--- src/rtl/vga_capture_pkg.sv ---
// Shared types and default timing for the VGA capture block.
package vga_capture_pkg;

    typedef enum logic {
        WAIT_VSYNC = 1'b0,
        CAPTURE    = 1'b1
    } state_e;

    localparam int DEF_CLK_DIV_VAL    = 4;
    localparam int DEF_H_ACTIVE_START = 144;
    localparam int DEF_H_IMAGE        = 640;
    localparam int DEF_H_END          = 800;
    localparam int DEF_V_ACTIVE_START = 35;
    localparam int DEF_V_IMAGE        = 480;
    localparam int DEF_FIFO_DEPTH     = 16;

    localparam int         CNT_W   = 10;
    localparam logic [9:0] CNT_MAX = 10'h3FF;

    typedef struct packed {
        logic [15:0] data;
        logic        last;
    } pix_t;

endpackage

--- src/rtl/vga_capture_fifo.sv ---
// Synchronous first-word-fall-through FIFO; head entry reads as zero while empty.
module vga_capture_fifo #(
    parameter int WIDTH = 17,
    parameter int DEPTH = 16
) (
    input  logic             clk,
    input  logic             rst_n,
    input  logic             wr_en,
    input  logic [WIDTH-1:0] wr_data,
    input  logic             rd_en,
    output logic [WIDTH-1:0] rd_data,
    output logic             full,
    output logic             empty
);
    localparam int AW = (DEPTH > 1) ? $clog2(DEPTH) : 1;

    logic [WIDTH-1:0] mem [DEPTH];
    logic [AW:0]      wr_ptr_q, wr_ptr_d;
    logic [AW:0]      rd_ptr_q, rd_ptr_d;
    logic             do_wr, do_rd;

    always_comb begin
        empty = (wr_ptr_q == rd_ptr_q);
        full  = (wr_ptr_q[AW] != rd_ptr_q[AW]) && (wr_ptr_q[AW-1:0] == rd_ptr_q[AW-1:0]);
        do_rd = rd_en && !empty;
        // A pop in the same cycle frees the slot, so a full FIFO still accepts the push.
        do_wr = wr_en && (!full || do_rd);
        wr_ptr_d = wr_ptr_q + (AW+1)'(do_wr);
        rd_ptr_d = rd_ptr_q + (AW+1)'(do_rd);
        rd_data  = empty ? '0 : mem[rd_ptr_q[AW-1:0]];
    end

    always_ff @(posedge clk) begin
        if (!rst_n) begin
            wr_ptr_q <= '0;
            rd_ptr_q <= '0;
        end else begin
            wr_ptr_q <= wr_ptr_d;
            rd_ptr_q <= rd_ptr_d;
        end
    end

    always_ff @(posedge clk) begin
        if (do_wr) mem[wr_ptr_q[AW-1:0]] <= wr_data;
    end

endmodule

--- src/rtl/vga_capture.sv ---
// VGA input sampler: divider, h/v counters and capture FSM feeding an AXI-Stream FIFO.
// Define VGA_CAPTURE_SYNC_CHECK_EN to enable line-length checking and the desync flag.
module vga_capture
    import vga_capture_pkg::*;
#(
    parameter int CLK_DIV_VAL    = DEF_CLK_DIV_VAL,
    parameter int H_ACTIVE_START = DEF_H_ACTIVE_START,
    parameter int H_IMAGE        = DEF_H_IMAGE,
    parameter int H_END          = DEF_H_END,
    parameter int V_ACTIVE_START = DEF_V_ACTIVE_START,
    parameter int V_IMAGE        = DEF_V_IMAGE,
    parameter int FIFO_DEPTH     = DEF_FIFO_DEPTH
) (
    input  logic        clk,
    input  logic        reset,
    input  logic        hsync,
    input  logic        vsync,
    input  logic [15:0] rgb,
    output logic [15:0] mdata,
    output logic        mvalid,
    input  logic        mready,
    output logic        mlast,
    output logic        overflow,
    output logic        desync
);
`ifdef VGA_CAPTURE_SYNC_CHECK_EN
    localparam bit SYNC_CHECK = 1'b1;
`else
    localparam bit SYNC_CHECK = 1'b0;
`endif

    localparam int              DIV_W    = (CLK_DIV_VAL > 1) ? $clog2(CLK_DIV_VAL) : 1;
    localparam logic [DIV_W-1:0] DIV_LAST = DIV_W'(CLK_DIV_VAL - 1);
    localparam logic [10:0] H_LO   = 11'(H_ACTIVE_START);
    localparam logic [10:0] H_HI   = 11'(H_ACTIVE_START + H_IMAGE);
    localparam logic [10:0] H_LAST = 11'(H_ACTIVE_START + H_IMAGE - 1);
    localparam logic [10:0] V_LO   = 11'(V_ACTIVE_START);
    localparam logic [10:0] V_HI   = 11'(V_ACTIVE_START + V_IMAGE);
    localparam logic [10:0] V_LAST = 11'(V_ACTIVE_START + V_IMAGE - 1);
    localparam logic [10:0] H_LEN  = 11'(H_END);

    logic [DIV_W-1:0] div_q, div_d;
    logic             hs_prev_q, hs_prev_d;
    logic             vs_prev_q, vs_prev_d;
    logic [CNT_W-1:0] h_cnt_q, h_cnt_d, h_cnt_next;
    logic [CNT_W-1:0] v_cnt_q, v_cnt_d, v_cnt_next;
    state_e           state_q, state_d;
    logic             overflow_q, overflow_d;
    logic             desync_q, desync_d;

    logic             clk_en, hs_fall, vs_fall;
    logic [10:0]      h_ext, v_ext;
    logic             active, is_last, line_bad;
    logic             push, pop, drop;
    logic             fifo_full, fifo_empty;
    pix_t             wr_pix, rd_pix;

    always_comb begin
        clk_en  = (div_q == DIV_LAST);
        div_d   = clk_en ? '0 : div_q + 1'b1;
        hs_fall = hs_prev_q & ~hsync;
        vs_fall = vs_prev_q & ~vsync;

        h_cnt_next = hs_fall ? '0 : (h_cnt_q == CNT_MAX) ? CNT_MAX : h_cnt_q + 1'b1;
        v_cnt_next = vs_fall ? '0 : hs_fall ? v_cnt_q + 1'b1 : v_cnt_q;

        // Activity is judged on the counter values this sample will produce.
        h_ext   = {1'b0, h_cnt_next};
        v_ext   = {1'b0, v_cnt_next};
        active  = (h_ext >= H_LO) && (h_ext < H_HI) && (v_ext >= V_LO) && (v_ext < V_HI);
        is_last = (h_ext == H_LAST) && (v_ext == V_LAST);

        line_bad = SYNC_CHECK && (state_q == CAPTURE) && hs_fall &&
                   (({1'b0, h_cnt_q} + 11'd1) != H_LEN);

        push = clk_en && (state_q == CAPTURE) && active && !line_bad;
        pop  = !fifo_empty && mready;
        drop = push && fifo_full && !pop;

        wr_pix.data = rgb;
        wr_pix.last = is_last;

        hs_prev_d = clk_en ? hsync      : hs_prev_q;
        vs_prev_d = clk_en ? vsync      : vs_prev_q;
        h_cnt_d   = clk_en ? h_cnt_next : h_cnt_q;
        v_cnt_d   = clk_en ? v_cnt_next : v_cnt_q;

        state_d    = state_q;
        overflow_d = overflow_q;
        desync_d   = desync_q;
        if (clk_en) begin
            case (state_q)
                WAIT_VSYNC: if (vs_fall) state_d = CAPTURE;
                CAPTURE: begin
                    if (line_bad) begin
                        desync_d = 1'b1;
                        state_d  = WAIT_VSYNC;
                    end else if (drop) begin
                        overflow_d = 1'b1;
                        state_d    = WAIT_VSYNC;
                    end
                end
                default: state_d = WAIT_VSYNC;
            endcase
        end
    end

    always_ff @(posedge clk) begin
        if (!reset) begin
            div_q      <= '0;
            hs_prev_q  <= 1'b1;
            vs_prev_q  <= 1'b1;
            h_cnt_q    <= '0;
            v_cnt_q    <= '0;
            state_q    <= WAIT_VSYNC;
            overflow_q <= 1'b0;
            desync_q   <= 1'b0;
        end else begin
            div_q      <= div_d;
            hs_prev_q  <= hs_prev_d;
            vs_prev_q  <= vs_prev_d;
            h_cnt_q    <= h_cnt_d;
            v_cnt_q    <= v_cnt_d;
            state_q    <= state_d;
            overflow_q <= overflow_d;
            desync_q   <= desync_d;
        end
    end

    vga_capture_fifo #(
        .WIDTH ($bits(pix_t)),
        .DEPTH (FIFO_DEPTH)
    ) u_fifo (
        .clk     (clk),
        .rst_n   (reset),
        .wr_en   (push),
        .wr_data (wr_pix),
        .rd_en   (pop),
        .rd_data (rd_pix),
        .full    (fifo_full),
        .empty   (fifo_empty)
    );

    assign mvalid   = !fifo_empty;
    assign mdata    = rd_pix.data;
    assign mlast    = rd_pix.last;
    assign overflow = overflow_q;
    assign desync   = desync_q;

endmodule

--- config.mk ---
export PLATFORM = sky130hd
export DESIGN_NAME = vga_capture
export DESIGN_NICKNAME = d
export VERILOG_FILES = /design/src/rtl/vga_capture_pkg.sv /design/src/rtl/vga_capture_fifo.sv /design/src/rtl/vga_capture.sv
export SDC_FILE = /design/constraint.sdc
export NUM_CORES = 1
export LEC_CHECK = 0
export CAP_MARGIN = 20
export CORE_ASPECT_RATIO = 1.1
export CORE_UTILIZATION = 40
export DETAILED_ROUTE_END_ITERATION = 16
export SLEW_MARGIN = 20
export SYNTH_ARGS = -nofsm -noshare
export SYNTH_HDL_FRONTEND = slang
export SYNTH_SLANG_ARGS = --single-unit
export TNS_END_PERCENT = 100
--- constraint.sdc ---
create_clock -name clk -period 12.75 [get_ports clk]
set_input_delay 1.9125 -clock clk [delete_from_list [all_inputs] [get_ports clk]]
set_output_delay 1.9125 -clock clk [all_outputs]
set_load 0.005 [all_outputs]
==> run_results.csv <==
group,metric,value,unit
placement,dp.cells,1143,
clocking,clockBufferDepth,3,
yosys,seq_area_frac_synth,0.6999,
timing,maxClockFrequency,174.0,MHz
clocking,htree_levels,2,
clocking,cts_hold_buf,0,
layout,fin_util,0.4725,
global_route,antenna_found_initial,0,
route,post_drt_wl_per_cell,22.84,µm
timing,min_period,5.748,ns
timing,timing.final.hold_violations,0,
global_route,grt_remaining_overflow,0,
setup_path,endpoint_kind,"output port",
clocking,cts.repair.resized,0,
route,dr.pass1.iters,5,
clocking,cts_root_buf,"clkbuf_16",
route,first_iter_violations,673,
clocking,clk_pin_slew,0.06,ns
die,dieArea,32470,µm²
placement,place_area,13740,µm²
clocking,cts_tree,"yes",
yosys,yosys_warnings,0,
placement,hpwl,16140,µm
power_and_ir_drop,powerDensity,138.1,nW/µm²
die,start_util,0.4056,
layout,area_delta_synth_final,16.50,%
hold_path,whs_path_depth,1,
global_route,grt_util_all_layers,0.1768,
timing,grt_setup_unrepaired,"false",
die,floorplan.core_area,31310,µm²
power_and_ir_drop,ir_drop,0.08106,mV
job,cap_violations,0,
route,final_antenna_net_count,0,
layout,fill_cells,2649,
yosys,async_flop_share,0,
outcome,run_status,"finished, final reports clean",
timing,final.setup.tns,0,ns
timing,post-route-period-util,0.4508,
yosys,synth_seq_cells,308,
setup_path,arrival,3.84,ns
die,die_x,171.9,µm
power_and_ir_drop,leakagePower,4.458,nW
timing,max_slew_margin,0.2510,
global_route,grt_pass1_wl,42360,µm
die,ios,41,
timing,setup_violations,0,
layout,stdcell_count,1204,
yosys,synthFlopType,"edfxtp_1",
setup_path,required,10.84,ns
clocking,cts_sinks,308,
layout,drive_above_1_share,0.2551,
yosys,synth_top_area_cell,"edfxtp_1",
yosys,synth_edf_count,272,
route,routed-via-count,6765,
yosys,syn_inst,696,
global_route,grt_pass1_vias,6950,
clocking,insertion_delay,0.52,ns
hold_path,worstHoldPathType,"flip-flop to flip-flop",
placement,portBuffers,39,
yosys,syn_avg_cell_area,18.25,µm²
global_route,grt_max_degree,72,
die,die_h,188.9,µm
layout,antenna_cells,0,
yosys,syn_nets,724,
route,wl,27510,µm
timing,slew_violations,0,
setup_path,reg2reg_depth,8,
die,rows,68,
layout,design_area,14800,µm²
yosys,synth_top_area_share,0.6432,
setup_path,startpoint_type,"flip-flop",
yosys,syn_area,12700,µm²
setup_path,critPathMaxFanout,37,
route,drcViolationCount,0,
clocking,cts_setup_buffers,0,
clocking,cts_buffers,34,
power_and_ir_drop,finalPower,0.002043,W
route,viasPerCell,5.619,
yosys,synth_cell_types,62,
timing,finalClockSkew,0.01464,ns
layout,fin_nets,787,
placement,gp_congestion,0.8455,
setup_path,critPathKind,"flip-flop to output port",
timing,tightestPinTransition,1.123,ns
yosys,synth_area_leaders,"edfxtp_1 (64%), mux4_2 (15%), dfxtp_1 (5.7%), nor2b_1 (1.0%), nor4_1 (0.89%)",
[stage by stage]
stage | setup WS, ns | hold slack, ns
finish | 7.002 | 0.4306
global route | 6.697 | 0.4564
CTS | 6.829 | 0.4408
detailed placement | 7.180 | 0.4324
global placement | 7.267 | 0.4165
floorplan | 7.257 | 0.4043
[layout by cell type, fill, tap and decap left out, types with 6 or more instances in the layout]
master / n
clkinv_2: 6
a211oi_1: 6
mux4_2: 85
edfxtp_1: 272
buf_4: 31
clkbuf_16: 35
dfxtp_1: 34
nand2_1: 26
nor3_1: 9
clkinv_1: 11
and2_1: 6
clkdlybuf4s50_1: 39
inv_1: 7
nor2b_1: 20
ha_1: 7
xnor2_1: 8
nand2b_1: 6
o21ai_0: 16
nand4_1: 10
nand3_1: 10
a21oi_1: 18
nor2_1: 29
mux2i_1: 7
nor4_2: 15
[kinds of logic (layout without fill, tap and decap cells)]
kind of cell / after synthesis / in the layout / synth area share
xor gates and xnor gates: 13 / 13 / 0.008966
and+or+nand+nor: 163 / 163 / 0.07350
other: 1 / 1 / 0.0002953
adders and majority gates: 7 / 7 / 0.006896
DFF: 308 / 308 / 0.6999
muxes: 93 / 93 / 0.1571
buffers and inverters: 50 / 138 / 0.01990
AOI/OAI and AO/OA: 61 / 61 / 0.03340
[per-layer routing]
metal / wire, µm / up-vias / track usage
met1: 11550 / 3550 / 0.2341
li1: - / 2973 / -
met5: 0 / - / 0
met2: 14210 / 198 / 0.3038
met3: 1240 / 44 / 0.02362
met4: 505 / 0 / 0.04969
[power by group]
part | switching (W) | internal (W)
logic | 0.0000204 | 0.00000908
clock network | 0.000386 | 0.000530
registers | 0.00000116 | 0.00110
[flip-flops by register name (all words and copies together), names as in the netlist]
name	flops
u_fifo.mem	272
u_fifo.wr_ptr_q	5
state_q	1
h_cnt_q	10
hs_prev_q	1
overflow	1
vs_prev_q	1
u_fifo.rd_ptr_q	5
div_q	2
v_cnt_q	10
[worst paths after layout]
path / startpoint / to / slack [ns]
worst max-delay path: u_fifo.rd_ptr_q[0] / mlast / 7.00
worst min-delay path: div_q[0] / div_q[0] / 0.43
worst max register to register: v_cnt_q[0] / u_fifo.mem[6][2] / 9.05
worst min register to register: div_q[0] / div_q[0] / 0.43
[critical path, stage by stage (launching register included)]
cell             delay (ns)
dfxtp_4                0.79
buf_4                  0.72
mux4_2                 0.60
mux4_2                 0.52
nor2b_1                0.15
clkdlybuf4s50_1        0.49
[synthesized netlist by cell type (2+ instances only)]
library cell and number:
edfxtp_1 272, mux4_2 85, dfxtp_1 36, nor2_1 29
nand2_1 26, nor2b_1 21, clkbuf_1 20, a21oi_1 18
nor4_1 18, o21ai_0 16, nand3_1 10, nand4_1 10
nor3_1 9, buf_2 8, xnor2_1 8, ha_1 7
inv_1 7, mux2i_1 7, a211oi_1 6, and2_1 6
nand2b_1 6, buf_1 5, buf_4 5, or2_2 5
xor2_1 5, and3_1 3, nor3b_1 3, nor4_2 3
a22oi_1 2, and4_1 2, buf_6 2, clkbuf_8 2
o211ai_1 2, o31ai_2 2, or3_1 2, or4_1 2
[layout make-up]
| type | count | area (µm²) | area share |
|---|---|---|---|
| clock buffers | 39 | 900.9 | 0.06089 |
| clock inverters | 22 | 151.4 | 0.01023 |
| inverters | 7 | 26.28 | 0.001776 |
| multi-input cells | 338 | 3675 | 0.2484 |
| flip-flops and latches | 308 | 8894 | 0.6011 |
| well taps | 420 | 525.5 | 0.03552 |
| repair buffers | 70 | 623.1 | 0.04211 |
Power figures use the tool's default switching activity.
